--- config.mk ---
export PLATFORM = sky130hd
export DESIGN_NAME = dds_cmd_writer
export DESIGN_NICKNAME = d
export VERILOG_FILES = /design/src/rtl/dds_cmd_writer.sv
export SDC_FILE = /design/constraint.sdc
export NUM_CORES = 1
export LEC_CHECK = 0
export CORE_MARGIN = 2
export CORE_UTILIZATION = 59
export DETAILED_ROUTE_END_ITERATION = 6
export PLACE_DENSITY = 0.85
export SLEW_MARGIN = 30
export SYNTH_ARGS = -nofsm -noshare
export SYNTH_HDL_FRONTEND = slang
export SYNTH_SLANG_ARGS = --single-unit
--- constraint.sdc ---
create_clock -name Clk -period 4.17 [get_ports Clk]
set_input_delay 0.834 -clock Clk [delete_from_list [all_inputs] [get_ports Clk]]
set_output_delay 0.834 -clock Clk [all_outputs]
set_load 0.02 [all_outputs]
--- src/rtl/dds_cmd_writer.sv ---
// rtl/dds_cmd_writer.sv - framed UART command parser committing DDS Fword/Pword/Mode_Sel
`timescale 1ns/1ps
module dds_cmd_writer #(
    parameter int         TIMEOUT_CYC = 1_000_000,
    parameter logic [7:0] ACK_BYTE    = 8'h06,
    parameter logic [7:0] NAK_BYTE    = 8'h15
) (
    input  logic        Clk,
    input  logic        Reset_n,
    input  logic [7:0]  Rx_Data,
    input  logic        Rx_Done,
    output logic [7:0]  Tx_Data,
    output logic        Tx_Valid,
    input  logic        Tx_Ready,
    output logic [31:0] Fword,
    output logic [11:0] Pword,
    output logic [1:0]  Mode_Sel,
    output logic        Param_Update,
    output logic [7:0]  Err_Cnt
);
    localparam int            TW   = (TIMEOUT_CYC > 2) ? $clog2(TIMEOUT_CYC) : 1;
    localparam logic [TW-1:0] TLIM = TW'(TIMEOUT_CYC - 1);

    typedef enum logic [2:0] {S_IDLE, S_CMD, S_PAYLOAD, S_CHECK, S_RESP} state_t;

    state_t        state_q, state_d;
    logic [1:0]    cmd_q;
    logic [2:0]    cnt_q;
    logic [31:0]   shadow_q;
    logic [7:0]    xor_q;
    logic          chk_pend_q;
    logic [7:0]    chk_byte_q;
    logic [TW-1:0] tcnt_q;

    logic          in_frame, timeout, cmd_ok, err_inc;

    assign in_frame = (state_q == S_CMD) || (state_q == S_PAYLOAD) || (state_q == S_CHECK);
    // A byte landing on the expiry cycle always wins over the timeout.
    assign timeout  = in_frame && !Rx_Done && !chk_pend_q && (tcnt_q == TLIM);
    assign cmd_ok   = (Rx_Data == 8'h01) || (Rx_Data == 8'h02) || (Rx_Data == 8'h03);

    always_ff @(posedge Clk) begin
        if (!Reset_n) state_q <= S_IDLE;
        else          state_q <= state_d;
    end

    always_comb begin
        state_d = state_q;
        err_inc = 1'b0;
        case (state_q)
            S_IDLE:    if (Rx_Done && Rx_Data == 8'hA5) state_d = S_CMD;
            S_CMD: begin
                if (timeout) begin
                    state_d = S_IDLE;
                    err_inc = 1'b1;
                end else if (Rx_Done) begin
                    state_d = cmd_ok ? S_PAYLOAD : S_RESP;
                    err_inc = !cmd_ok;
                end
            end
            S_PAYLOAD: begin
                if (timeout) begin
                    state_d = S_IDLE;
                    err_inc = 1'b1;
                end else if (Rx_Done && cnt_q == 3'd1) begin
                    state_d = S_CHECK;
                end
            end
            S_CHECK: begin
                if (chk_pend_q) begin
                    state_d = S_RESP;
                    err_inc = (chk_byte_q != xor_q);
                end else if (timeout) begin
                    state_d = S_IDLE;
                    err_inc = 1'b1;
                end
            end
            S_RESP:    if (Tx_Ready) state_d = S_IDLE;
            default:   state_d = S_IDLE;
        endcase
    end

    always_ff @(posedge Clk) begin
        if (!Reset_n) begin
            Fword        <= '0;
            Pword        <= '0;
            Mode_Sel     <= '0;
            Tx_Data      <= '0;
            Tx_Valid     <= 1'b0;
            Param_Update <= 1'b0;
            Err_Cnt      <= '0;
            cmd_q        <= '0;
            cnt_q        <= '0;
            shadow_q     <= '0;
            xor_q        <= '0;
            chk_pend_q   <= 1'b0;
            chk_byte_q   <= '0;
            tcnt_q       <= '0;
        end else begin
            Param_Update <= 1'b0;
            if (err_inc && Err_Cnt != 8'hFF) Err_Cnt <= Err_Cnt + 8'd1;

            if (in_frame && !Rx_Done && !timeout) tcnt_q <= tcnt_q + 1'b1;
            else                                  tcnt_q <= '0;

            case (state_q)
                S_CMD: if (!timeout && Rx_Done) begin
                    if (cmd_ok) begin
                        cmd_q    <= Rx_Data[1:0];
                        cnt_q    <= (Rx_Data[1:0] == 2'd1) ? 3'd4 :
                                    (Rx_Data[1:0] == 2'd2) ? 3'd2 : 3'd1;
                        xor_q    <= Rx_Data;
                        shadow_q <= '0;
                    end else begin
                        Tx_Data  <= NAK_BYTE;
                        Tx_Valid <= 1'b1;
                    end
                end
                S_PAYLOAD: if (!timeout && Rx_Done) begin
                    shadow_q <= {shadow_q[23:0], Rx_Data};
                    xor_q    <= xor_q ^ Rx_Data;
                    cnt_q    <= cnt_q - 3'd1;
                end
                S_CHECK: begin
                    // The checksum byte is registered first so commit lands one edge after it.
                    if (chk_pend_q) begin
                        chk_pend_q <= 1'b0;
                        Tx_Valid   <= 1'b1;
                        if (chk_byte_q == xor_q) begin
                            Tx_Data      <= ACK_BYTE;
                            Param_Update <= 1'b1;
                            case (cmd_q)
                                2'd1:    Fword    <= shadow_q;
                                2'd2:    Pword    <= shadow_q[11:0];
                                default: Mode_Sel <= shadow_q[1:0];
                            endcase
                        end else begin
                            Tx_Data <= NAK_BYTE;
                        end
                    end else if (Rx_Done) begin
                        chk_pend_q <= 1'b1;
                        chk_byte_q <= Rx_Data;
                    end
                end
                S_RESP: if (Tx_Ready) Tx_Valid <= 1'b0;
                default: ;
            endcase
        end
    end
endmodule

# After elaboration in Yosys (flattened, before gate mapping)
# Cells that the tools add are included.
totals:
  reg_bits: 141
  input_bits: 12
  output_inout_bits: 64
op_classes:
  n_addsub: 3
  eq_ne: 27
  muxes: 42
  bitwise: 3
  n_reduce_logical: 32
ops:
  columns: ["operator", "count"]
  rows:
  - ["2-to-1 mux 32 bit", 3]
  - ["one-hot mux 32 bit (2 select lines)", 1]
  - ["2-to-1 mux 8 bit", 6]
  - ["2-to-1 mux 3 bit", 13]
  - ["one-hot mux 8 bit (2 select lines)", 2]
  - ["adder 20 x 1 -> 20 bit, second input constant", 1]
  - ["== test 20 bit, second input constant", 1]
  - ["AND reduction 4 bit", 5]
  - ["== test 8 x 2 -> 1 bit, second input constant", 2]
  - ["one-hot mux 3 bit (5 select lines)", 1]
  - ["2-to-1 mux 1 bit", 11]
  - ["inequality test 2 bit, second input constant", 5]
  - ["AND reduction 5 bit", 2]
  - ["AND reduction 3 bit", 3]
  - ["adder 8 x 1 -> 8 bit, second input constant", 1]
  - ["== test 8 x 1 -> 1 bit, second input constant", 1]
  - ["== test 8 bit", 1]
  - ["== test 8 bit, second input constant", 1]
  - ["logical AND 1 bit", 8]
  - ["inequality test 8 bit", 1]
  - ["inequality test 8 bit, second input constant", 1]
  - ["XOR 8 bit", 1]
  - ["== test 3 x 1 -> 1 bit, second input constant", 2]
  - ["== test 3 x 2 -> 1 bit, second input constant", 2]
  - ["other kinds (19)", 32]

# Logic depth before layout (Yosys ltp)
depth:
  depth_word: 10
  mapped_depth: 9

# Worst setup path after synthesis
# Ideal clock, no wire load.
synth_path:
  path_type: "in2reg"
  start: "in Rx_Done"
  end: "reg Err_Cnt[2]"
  setup_time_ps: 116
  arrival_ps: 2451
  required_time_ps: 4054
  path_slack_ps: 1603
  cell_stages: 6
  cell_sequence: "clkbuf_1 > or4_4 > o32a_4 > a21oi_4 > a211oi_1 > a41o_1"
synth_between:
  elab_chain_len: 8
  elab_cells_between_ends: 10
  classes_between: "mux (5); reduce/logical (5)"
synth_lines:
  columns: ["element", "line_no", "text"]
  rows:
  - ["from (decl)", "11", "input logic Rx_Done,"]
  - ["logical NOT 1 bit", "39", "assign timeout = in_frame && !Rx_Done && !chk_pend_q && (tcnt_q == TLIM);"]
  - ["logical AND 1 bit (3 in a row)", "39", null]
  - ["2-to-1 mux 1 bit", "62, 73", null]
  - ["2-to-1 mux 1 bit", "70", "if (chk_pend_q) begin"]
  - ["one-hot mux 1 bit (3 select lines) (*)", "50", "case (state_q)"]
  - ["logical AND 1 bit (*)", "101", "if (err_inc && Err_Cnt != 8'hFF) Err_Cnt <= Err_Cnt + 8'd1;"]
  - ["to (signal assigned)", "101", null]
  - ["to (decl)", "19", "output logic [7:0] Err_Cnt"]
# Every way passes the cells marked *; elsewhere a longest branch is shown, timed or not.
# A chain may end at the register's enable or synchronous reset.

# Final worst setup path
layout_path:
  start: "in Rx_Data[1]"
  end: "reg cnt_q[0]"
layout_between:
  elab_chain_len: 6
  elab_cells_between_ends: 14
  classes_between: "eq/ne (6); mux (5); reduce/logical (3)"
layout_lines:
  columns: ["element", "line_no", "text"]
  rows:
  - ["from (decl)", "10", "input logic [7:0] Rx_Data,"]
  - ["== test 2 bit", "111", "(Rx_Data[1:0] == 2'd2) ? 3'd2 : 3'd1;"]
  - ["2-to-1 mux 2 bit", "111", null]
  - ["2-to-1 mux 3 bit", "110", "cnt_q <= (Rx_Data[1:0] == 2'd1) ? 3'd4 :"]
  - ["2-to-1 mux 3 bit", "108", "if (cmd_ok) begin"]
  - ["2-to-1 mux 3 bit", "107", "S_CMD: if (!timeout && Rx_Done) begin"]
  - ["one-hot mux 3 bit (2 select lines)", "106", "case (state_q)"]
  - ["to (signal assigned)", "110", null]
  - ["to (signal assigned)", "122", "cnt_q <= cnt_q - 3'd1;"]
  - ["to (decl)", "28", "logic [2:0] cnt_q;"]
# Several ways; a longest one is shown, not always the timed one. The select of a mux whose other input is x is not followed.

==> reports/metrics.cfg <==
[sta]
timing.setup.tns_ns=0
final-hold-violation-count=0
setup_viol_count_final=0
timing.slew.headroom=0.389
finalHoldWorstSlack_ns=0.472
rsz0062_at_grt=no
fmaxAchievable_mhz=332
fin_skew_ns=0.0117
post-route-worst-setup-slack_ns=1.16
finalCritPeriodShare=0.722
worst_pin_slew_ns=0.916
slew_violations=0
fin_crit_ns=3.01

[clock_tree]
clk_path_buf_depth=2
root_cell_of_the_clock_tree=sky130_fd_sc_hd__clkbuf_8
cts_htree_levels=4
cts_post_setup_buffers_inserted=0
cts_tree=yes
post_cts_resize_count=0
cts_hold_repair.buffers=0
cts_made_buffers=17
cts.sinks=136
clock_latency_ns=0.53
clkTransAtPathRegs_ns=0.06

[setup_path]
crit_path_frequent_cell=sky130_fd_sc_hd__a21oi_1
cp_slowest_cell=sky130_fd_sc_hd__clkdlybuf4s50_1
reg2reg_slack_ns=1.23
cp-end-kind=register
timing.setup.critical_path_class=input port to register
ff2ff_path_depth=6
cp_data_required_time_ns=4.52
worstPathCellList=clkdlybuf4s50_1 > inv_1 > ha_1 > or3_1 > and4bb_1 > nor2_1 > nor3_1 > a21oi_1 > a21oi_1
critical_path.max_fanout=12
timing.rr.start=state_q[0]
crit_path_start_kind=input port
r2r-end=Pword[7]
endpoint=cnt_q[0]
cp_data_arrival_time_ns=3.36
critical_path.startpoint=Rx_Data[1]
cp_slowest_stage_delay_ns=0.66

[layout]
syn_to_final_growth_pct=23.5
nFillCells=618
postLayoutCellArea_mm2=0.00685
multi_input_comb_area_mm2=0.00263
core_utilization_of_the_finished_layout=0.745
n_antenna_cell=0
final_layout_size_suffix_gt1_frac=0.0619
layout.cells.non_filler=806
nNetsFinal=704
seq_area_mm2=0.00272

[synthesis]
synth_edf_count=0
async_reset_ff_frac=0
synth.cells.most_frequent=sky130_fd_sc_hd__dfxtp_1 (136), sky130_fd_sc_hd__nor2_1 (100), sky130_fd_sc_hd__nand2_1 (74)
synth_top_cell_area_share=0.491
postSynthRegisterBits=136
synth_area_leader_cell=sky130_fd_sc_hd__dfxtp_1
synthCells=624
synthFlopType=sky130_fd_sc_hd__dfxtp_1
synthMostInstantiatedCell=sky130_fd_sc_hd__dfxtp_1
synth_cell_area_mm2=0.00555
synth-seq-area-share=0.491
synth-warning-count=0
yosysUniqueCellTypes=49
syn-mean-instance-area_um2=8.89
biggest_area_contributors_in_the_synthesized_netlist=sky130_fd_sc_hd__dfxtp_1 (49%), sky130_fd_sc_hd__mux2i_1 (9.9%), sky130_fd_sc_hd__nor2_1 (6.8%), sky130_fd_sc_hd__nand2_1 (5.0%), sky130_fd_sc_hd__a21oi_1 (4.3%)

[floorplanning]
die_area_mm2=0.0102
die_w_um=101
placementRows=35
die_h_um=101
initial_core_util=0.604
count_of_boundary_i_o_pins=76
core_footprint_mm2=0.00920

[job]
max_capacitance_violation_count=0

[status]
run_status=completed

[detailed_routing]
drt_first_iter_violations=338
remaining_drc_errors=0
drt_wl_total_mm=12.5
drt-wirelength-per-cell_um=15.5
drt_pass1_iterations=5
route.antenna.remaining_nets=0
route.vias.total=4619
detail_route.vias_per_cell=5.73

[global_route]
grt_pass1_wl_mm=20.6
number_of_global_route_vias_before_repair=4280
grt_antenna_before_repair=0
grt_util_all_layers=0.255
grt_remaining_overflow=0
maximum_number_of_pins_on_one_net_before_global_route_repair=94

[place]
buffers_on_ports=71
place_worst_setup_slack_ns=0.753
dpl_cell_area_mm2=0.00627
dp.cells=774
routabilityCongestion=0.908
detailedPlacementHpwl_mm=8.19

[power]
totalPowerFinal_mw=2.80
power_per_cell_area_mw_per_mm2=409
p_leak_nw=2.75
irDropWorstVdd_uv=318

[hold_path]
hold_path_class=register to register

routing by layer:
layer	GRT usage	vias to the layer above	routed length, µm
li1	-	2227	-
met1	0.329	2195	5360
met2	0.431	177	6270
met3	0.0513	20	705
met4	0.0821	0	174
met5	0	-	0
sequential cells by signal, indices dropped and copies added (netlist names):
| name | flops |
|---|---|
| Err_Cnt | 8 |
| Fword | 32 |
| Mode_Sel | 2 |
| Param_Update | 1 |
| Pword | 12 |
| Tx_Data | 3 |
| Tx_Valid | 1 |
| chk_byte_q | 8 |
| chk_pend_q | 1 |
| cmd_q | 2 |
| cnt_q | 3 |
| shadow_q | 32 |
| state_q | 3 |
| tcnt_q | 20 |
| xor_q | 8 |
final cells by class:
class | count | area share
multi-input combinational | 441 | 0.384
timing repair buffer | 75 | 0.108
clock inverter | 14 | 0.0225
clock buffer | 18 | 0.0624
tap | 111 | 0.0203
sequential | 136 | 0.397
inverter | 11 | 0.00602
worst max-delay path, delay by kind of cell:
family	cells	cell delay, ns
AO/OA/AOI/OAI	2	0.24
buffers and inverters	2	0.76
adder cells (fa/ha/maj)	1	0.22
AND/OR/NAND/NOR	4	1.30
cells by family (layout without fill, tap and decap cells):
logic type      Yosys count  count (layout)  share of synthesized area
simple gates            268             268                      0.219
flops                   136             136                      0.491
compound gates           71              71                     0.0766
mux                      55              55                     0.0992
buf+inv                  50             118                     0.0397
xor+xnor                 33              33                     0.0521
fa+ha+maj                10              10                     0.0225
other cells               1               4                   0.000676
report_power, final:
part           switching (mW)  leakage (nW)  internal [mW]  total [mW]
sequential           0.000989          1.09           1.30        1.30
combinational          0.0371          1.37         0.0163      0.0534
clock                   0.617         0.281          0.833        1.45
total                   0.655          2.75           2.15        2.80
layout by cell type (no fill, tap or decap), types with 3 or more instances in the layout:
master                            synthesis  final
sky130_fd_sc_hd__a211oi_1                 3      3
sky130_fd_sc_hd__a21oi_1                 48     48
sky130_fd_sc_hd__and3_1                   5      5
sky130_fd_sc_hd__buf_4                    5      4
sky130_fd_sc_hd__clkbuf_16                0     16
sky130_fd_sc_hd__clkdlybuf4s50_1          0     71
sky130_fd_sc_hd__conb_1                   1      4
sky130_fd_sc_hd__dfxtp_1                136    136
sky130_fd_sc_hd__ha_1                    10     10
sky130_fd_sc_hd__inv_1                   11     10
sky130_fd_sc_hd__inv_6                    0      7
sky130_fd_sc_hd__mux2i_1                 55     55
sky130_fd_sc_hd__nand2_1                 74     73
sky130_fd_sc_hd__nand2b_1                 3      3
sky130_fd_sc_hd__nand3_1                 42     42
sky130_fd_sc_hd__nand4_1                  9      9
sky130_fd_sc_hd__nor2_1                 100     99
sky130_fd_sc_hd__nor3_1                  11     11
sky130_fd_sc_hd__nor4_1                   4      4
sky130_fd_sc_hd__o21ai_0                  5      5
sky130_fd_sc_hd__xnor2_1                 23     23
sky130_fd_sc_hd__xor2_1                  10     10
worst min-delay path by stage:
stage,startpoint,end,cells past startpoint
floorplan,tcnt_q[0],tcnt_q[0],1
global placement,Mode_Sel[0],Mode_Sel[0],2
detailed placement,Mode_Sel[0],Mode_Sel[0],2
CTS,Mode_Sel[0],Mode_Sel[0],2
global route,shadow_q[12],shadow_q[20],2
finish,Mode_Sel[0],Mode_Sel[0],2
Note: power is estimated with default switching activity, not from simulation.
